### src/rtl/mem_store_buffer.sv
// MEM-stage store buffer: FIFO of pending stores draining to data memory one per idle
// DM cycle, with youngest-entry store-to-load forwarding and partial-overlap stalls.
module mem_store_buffer #(
    parameter int DEPTH  = 4,
    parameter int ADDR_W = 5
) (
    input  logic                     clk,
    input  logic                     rst_n,
    input  logic                     req_valid,
    input  logic                     req_write,
    input  logic [31:0]              req_addr,
    input  logic [31:0]              req_wdata,
    output logic                     req_ready,
    output logic [31:0]              ld_data,
    output logic [31:0]              dm_addr,
    output logic [31:0]              dm_wdata,
    output logic                     dm_write,
    input  logic [31:0]              dm_rdata,
    output logic [$clog2(DEPTH):0]   sb_count,
    output logic                     sb_empty
);

    localparam int PW = $clog2(DEPTH);
    localparam int CW = PW + 1;

    logic [ADDR_W-1:0] r_addr [DEPTH];
    logic [31:0]       r_data [DEPTH];
    logic [PW-1:0]     r_head;
    logic [PW-1:0]     r_tail;
    logic [CW-1:0]     r_count;

    logic [ADDR_W-1:0] w_ld_addr;
    logic              w_is_load;
    logic              w_is_store;
    logic              w_hit;
    logic [PW-1:0]     w_hit_idx;
    logic              w_hit_exact;
    logic              w_partial;
    logic              w_not_full;
    logic              w_push;
    logic              w_drain;

    assign w_ld_addr  = req_addr[ADDR_W-1:0];
    assign w_is_load  = req_valid & ~req_write;
    assign w_is_store = req_valid & req_write;
    assign w_not_full = (r_count < CW'(DEPTH));

    // Scan oldest to youngest so the last overlapping entry found is the youngest one.
    always_comb begin
        logic [PW-1:0]     idx;
        logic [ADDR_W-1:0] d_ab;
        logic [ADDR_W-1:0] d_ba;
        w_hit     = 1'b0;
        w_hit_idx = '0;
        idx       = '0;
        d_ab      = '0;
        d_ba      = '0;
        for (int unsigned i = 0; i < DEPTH; i++) begin
            idx  = r_head + PW'(i);
            d_ab = r_addr[idx] - w_ld_addr;
            d_ba = w_ld_addr - r_addr[idx];
            if ((CW'(i) < r_count) && ((d_ab < ADDR_W'(4)) || (d_ba < ADDR_W'(4)))) begin
                w_hit     = 1'b1;
                w_hit_idx = idx;
            end
        end
        w_hit_exact = w_hit && (r_addr[w_hit_idx] == w_ld_addr);
    end

    assign w_partial = w_is_load & w_hit & ~w_hit_exact;
    // A stalled partial-overlap load hands the DM port to the drain to avoid deadlock.
    assign w_drain   = (r_count != '0) & (~w_is_load | w_partial);
    assign w_push    = w_is_store & w_not_full;

    always_comb begin
        req_ready = 1'b1;
        ld_data   = '0;
        dm_addr   = '0;
        dm_wdata  = '0;
        dm_write  = 1'b0;
        if (rst_n) begin
            if (w_is_store) begin
                req_ready = w_not_full;
            end else if (w_is_load) begin
                req_ready = ~w_partial;
            end
            if (w_drain) begin
                dm_write = 1'b1;
                dm_addr  = 32'(r_addr[r_head]);
                dm_wdata = r_data[r_head];
            end else if (w_is_load) begin
                dm_addr = req_addr;
                ld_data = w_hit ? r_data[w_hit_idx] : dm_rdata;
            end
        end
    end

    always_ff @(posedge clk or negedge rst_n) begin
        if (!rst_n) begin
            r_head  <= '0;
            r_tail  <= '0;
            r_count <= '0;
            for (int unsigned i = 0; i < DEPTH; i++) begin
                r_addr[i] <= '0;
                r_data[i] <= '0;
            end
        end else begin
            if (w_push) begin
                r_addr[r_tail] <= w_ld_addr;
                r_data[r_tail] <= req_wdata;
                r_tail         <= r_tail + PW'(1);
            end
            if (w_drain) begin
                r_head <= r_head + PW'(1);
            end
            case ({w_push, w_drain})
                2'b10:   r_count <= r_count + CW'(1);
                2'b01:   r_count <= r_count - CW'(1);
                default: r_count <= r_count;
            endcase
        end
    end

    assign sb_count = r_count;
    assign sb_empty = (r_count == '0);

endmodule
### config.mk
export PLATFORM = sky130hd
export DESIGN_NAME = mem_store_buffer
export DESIGN_NICKNAME = d
export VERILOG_FILES = /design/src/rtl/mem_store_buffer.sv
export SDC_FILE = /design/constraint.sdc
export NUM_CORES = 1
export LEC_CHECK = 0
export CAP_MARGIN = 20
export CORE_ASPECT_RATIO = 0.6
export CORE_MARGIN = 4
export CORE_UTILIZATION = 51
export CTS_CLUSTER_SIZE = 28
export DETAILED_ROUTE_END_ITERATION = 10
export PLACE_DENSITY = 0.85
export SLEW_MARGIN = 15
export SYNTH_ARGS = -nofsm -noshare
export SYNTH_HDL_FRONTEND = slang
export SYNTH_SLANG_ARGS = --single-unit
### constraint.sdc
create_clock -name clk -period 24.1 [get_ports clk]
set_input_delay 4.82 -clock clk [delete_from_list [all_inputs] [get_ports clk]]
set_output_delay 4.82 -clock clk [all_outputs]
set_load 0.005 [all_outputs]
# == Word level (Yosys, flattened, before mapping) ==
# Cells that the tools add are included.
# classes
addsub,14
n_mul,0
div_mod_pow,0
magnitude_cmp,20
n_eq_ne,3
shift,0
mux,50
bitwise,17
reduce_logical,13
# op_table
op,count
$mux 32,14
$bmux 32 s2,2
$bwmux 128,1
$demux 32 s2,1
$mux 5,11
$bmux 5 s2,5
$lt 5x3->1 const B,8
$sub 5x5->5,8
$bwmux 20,1
$ge 3x3->1 const B,6
$not 2->3,6
$demux 5 s2,1
$mux 1,9
$mux 2,4
$and 1x1->1,6
$logic_and 1x1->1,6
$lt 1x3->1 const A,2
$lt 2x3->1 const A,2
$pmux 3 s2,1
$eq 5x5->1,1
$add 2x1->2 const B,2
$add 2x2->2 const B,2
$logic_or 1x1->1,4
$not 1->1,4
10 further kinds,10
# totals
register_bits,155
latchBits,0
mem_bits_rw,0
rom_bits,0
input_bits,100
output_inout_bits,102
n_memories,0

# == Logic depth before layout (Yosys ltp) ==
# logic_depth
depth_word,24
mapped_depth,31

# == Worst setup path after synthesis ==
# Ideal clock, no wire load.
# synth_timing
path_kind,input port to output port
startpoint,input req_addr[1]
endpoint,output dm_addr[3]
arrival_time_ps,8563
path_slack_ps,10717
stages,17
cell_sequence,clkinv_1 > ha_1 > o31ai_1 > a21oi_1 > a41o_1 > a31o_1 > or3_1 > o21ai_2 > mux2_1 > o22ai_1 > mux2i_1 > nor4_2 > nand2_1 > a311o_1 > buf_4 > buf_6 > o22ai_2
# synth_between
elab_chain_len,20
word_cells_on_any_way,45
classes_between,8 x add/sub; 8 x order compare; 1 x eq/ne; 13 x mux; 6 x bitwise; 9 x reduce/logical
# synth_rtl
element,line_no,source
"start, declared",11,"input logic [31:0] req_addr,"
$sub 5x5->5 (on tied branches),"60, 61",
$lt 5x3->1,62,if ((CW'(i) < r_count) && ((d_ab < ADDR_W'(4)) || (d_ba < ADDR_W'(4)))) begin
$logic_or 1x1->1,62,
$logic_and 1x1->1,62,
$mux 2 (4 in a row),62,
$not 2->3 (implied by the code),67,w_hit_exact = w_hit && (r_addr[w_hit_idx] == w_ld_addr);
$bmux 5 s2,67,
$mux 5 (implied by the code) (2 in a row),67,
$eq 5x5->1,67,
$logic_and 1x1->1,67,
$not 1->1,70,assign w_partial = w_is_load & w_hit & ~w_hit_exact;
$and 1x1->1 (*),70,
$or 1x1->1 (*),72,assign w_drain = (r_count != '0) & (~w_is_load | w_partial);
$and 1x1->1 (*),72,
$mux 32 (*),87,if (w_drain) begin
$mux 32 (*),81,if (rst_n) begin
"end, declared",15,"output logic [31:0] dm_addr,"
# Every way passes the cells marked *; elsewhere a longest branch is shown, timed or not. The select of a mux whose other input is x is not followed.

# == Worst setup path after layout ==
# layout_timing
startpoint,input req_addr[1]
endpoint,output dm_addr[4]
# The elaborated chain is that of the path after synthesis.

==> reports/summary.log <==
INFO  sta            unrepaired_setup_endpoints_after_global_routing=false
INFO  global_routing first_global_vias=9257
INFO  cts            path_clk_slew=0.06ns
INFO  routing        wl_per_cell=20.34um
INFO  sta            achievable-frequency=0.05851GHz
INFO  synth          synth.largest_area_cell=dfrtp_1
INFO  routing        1st_iter_drt_viols=973
INFO  sta            timing.final.crit_share=70.92%
INFO  cts            cts.sinks=155
INFO  cts            cts_resizes=0
INFO  cts            tritoncts.num_buffers=17
INFO  layout         num-nets-final=1463
INFO  sta            fin_tns_setup=0ns
INFO  synth          syn-mean-instance-area=9.332um2
INFO  worst_setup_path worst_path_largest_cell_delay=0.92ns
INFO  synth          netlist_area=11040um2
INFO  layout         layout-area-overhead-vs-synth=24.75%
INFO  sta            fin_ws=7.008ns
INFO  synth          synth_async_sr_flop_share=100.0%
INFO  placed_design  place.detailed.hpwl=22250um
INFO  worst_setup_path worstPathArrival=12.27ns
INFO  synth          post_synth_inst_count=1183
INFO  job            maxCapViolations=0
INFO  layout         post_route_cells_drive_above_1_share=20.77%
INFO  synth          synth.distinct_cells=73
INFO  routing        drt_pre_antenna_iters=5
INFO  placed_design  dpl_ws=7.129ns
INFO  routing        drt_wl_total=32990um
INFO  global_routing grt.overflow.total=0
INFO  global_routing grt_first_pass_wirelength=51300um
INFO  global_routing globalRouteTotalUtil=26.81%
INFO  die            die_w=197.9um
INFO  worst_setup_path path_cells=clkdlybuf4s50_1, clkinv_1, ha_1, nor2_1, a221o_1, a22oi_1, o22a_1, and2_1, o2111ai_1, nand3_2, nor4_1, a2111oi_1, a211oi_1, a21oi_4, nand2_1, inv_1, o2bb2ai_1, clkdlybuf4s50_1
INFO  synth          ys.flop_type=dfrtp_1
INFO  worst_setup_path cp.required=19.28ns
INFO  die            die_y=122.0um
INFO  cts            cts_hold_buf=0
INFO  synth          syn-num-nets=1316
INFO  sta            final_max_slew_viol_count=0
INFO  placed_design  gp_congestion=0.9378
INFO  worst_setup_path setup.worst_path.class=input port to output port
INFO  layout         diodes=0
INFO  synth          yosys_warnings=0
INFO  layout         fill_cells=1630
INFO  synth          synth_top_cells_by_area=dfrtp_1 35%, mux2_2 14%, nand2_1 8.0%
INFO  routing        antenna_left=0
INFO  cts            clk_latency=0.42ns
INFO  placed_design  port_buffers=201
INFO  worst_setup_path worst-path-max-fanout=39
INFO  cts            cts-htree-levels=4
INFO  die            initial_utilization=52.23%
INFO  worst_setup_path cpMaxStageDelayCell=a21oi_4
INFO  worst_setup_path timing.critical_path.from_type=input port
INFO  cts            post_cts.repair.setup_buffers=0
INFO  sta            timing_hold_violations_final=0
INFO  routing        total_via_count_after_detailed_routing=9817
INFO  sta            report.final.setup_viol=0
INFO  cts            cts_tree=built
INFO  worst_setup_path top_cell_by_count_worst_path=clkdlybuf4s50_1
INFO  routing        route.detailed.drc=0
INFO  routing        route.detailed.vias_per_inst=6.052
INFO  synth          synth-seq-area-share=35.14%
INFO  sta            worst_pin_slew=1.093ns
INFO  die            num_io_pins=202
INFO  global_routing grt_max_degree=76
INFO  cts            clock_tree.buffer_depth=2
INFO  synth          synth_seq_cells=155
INFO  sta            minimum_clock_period_after_layout=17.09ns
INFO  hold_path      hp-class=flip-flop to flip-flop
INFO  worst_setup_path critical_path.endpoint_type=output port
INFO  run_status     run_status=completed
INFO  synth          yosys.area.top_type_share=35.14%
INFO  cts            root_buffer=clkbuf_16
INFO  global_routing antenna_found_initial=0
INFO  sta            max_slew_margin=26.96%
INFO  synth          synth-edff-count=0
INFO  sta            clock_skew=0.01238ns
INFO  die            fp-row-count=41
INFO  die            floorplan.die_area=24140um2
INFO  die            core-area=21140um2
[final timing paths]
| path | from | to | slack (ns) | depth (start not counted) |
|---|---|---|---|---|
| max in group asynchronous | rst_n | r_data[110]$_DFFE_PN0P_ | 17.85 | 3 |
| min in group asynchronous | rst_n | sb_count[0]$_DFFE_PN0P_ | 4.37 | 1 |
| setup reg to reg | r_head[1]$_DFFE_PN0P_ | sb_count[2]$_DFFE_PN0P_ | 15.71 | 20 |
| hold reg to reg | r_data[26]$_DFFE_PN0P_ | r_data[26]$_DFFE_PN0P_ | 0.53 | 1 |
| setup / recovery | req_addr[1] | dm_addr[4] | 7.01 | 18 |
| hold / removal | r_data[26]$_DFFE_PN0P_ | r_data[26]$_DFFE_PN0P_ | 0.53 | 1 |
[critical path: cells and delay by family]
| family | cells | cell delay, ns |
|---|---|---|
| AO/OA/AOI/OAI | 8 | 3.19 |
| AND/OR/NAND/NOR | 5 | 2.03 |
| buffers and inverters | 4 | 1.73 |
| adder cells (fa/ha/maj) | 1 | 0.46 |
[logic make-up after synthesis]
group	count (synthesis)	share of synthesized area (%)
buffers and inverters	141	5.497
adder cells (fa/ha/maj)	33	3.740
AND/OR/NAND/NOR	487	20.16
flip-flops	155	35.14
multiplexers	201	24.10
AO/OA/AOI/OAI	151	10.18
XOR/XNOR	15	1.190
[routing by layer]
layer	track usage [%]	wire, um	vias to the layer above
met5	0	0	-
met4	5.116	369	0
met3	7.407	3631	38
met2	40.44	14530	519
met1	39.25	14450	4782
li1	-	-	4478
[cells in the final DEF (no fill, tap or decap), types with 10 or more instances in the layout]
| cell type | n |
|---|---|
| nand2_1 | 231 |
| ha_1 | 33 |
| xnor2_1 | 11 |
| mux2i_1 | 25 |
| inv_1 | 53 |
| nor2_1 | 52 |
| a21oi_1 | 10 |
| clkbuf_16 | 17 |
| nand3_1 | 105 |
| a21oi_2 | 33 |
| and3_1 | 33 |
| dfrtp_1 | 153 |
| mux4_2 | 38 |
| o21ai_0 | 33 |
| clkdlybuf4s50_1 | 200 |
| mux2_2 | 137 |
[final cells by class]
| class | count | area (um2) | share of cell area [%] |
|---|---|---|---|
| inverter | 55 | 206.4 | 1.499 |
| clock buffer | 19 | 442.9 | 3.216 |
| multi-input combinational | 887 | 6599 | 47.91 |
| timing repair buffer | 214 | 2161 | 15.69 |
| sequential | 155 | 3884 | 28.20 |
| tap | 279 | 349.1 | 2.535 |
| clock inverter | 13 | 130.1 | 0.9449 |
[flip-flops by register name (all words and copies together), names as in the netlist]
name / count
r_data: 128
sb_count: 3
r_addr: 20
r_tail: 2
r_head: 2
[metrics by stage]
step / util, % / instance area [um2] / instances / hold WS (ns)
after CTS: 64.78 / 13690 / 1618 / 0.5283
after floorplan: - / 11040 / 1183 / 0.4964
after detailed placement: 62.06 / 13120 / 1586 / 0.5149
after global routing: 65.16 / 13770 / 1622 / 0.5433
final: 65.16 / 13770 / 1622 / 0.5312
after global placement: 62.06 / 13120 / 1586 / 0.5051
[cell usage after synthesis, types with 5 or more instances]
cell type	count
a211oi_1	6
a21o_1	9
a21oi_1	11
a21oi_2	34
and3_1	34
buf_1	19
buf_2	11
buf_6	8
clkbuf_1	47
dfrtp_1	155
ha_1	33
inv_1	53
mux2_2	137
mux2i_1	25
mux4_2	38
nand2_1	235
nand2b_1	6
nand3_1	106
nand4_1	5
nor2_1	52
nor2b_1	7
nor3_1	7
o211ai_1	6
o21ai_0	33
o22ai_1	5
or3_1	9
xnor2_1	11
Power is not shown: default switching activity piles up to over one toggle a cycle in this logic, so the estimate is an artifact.
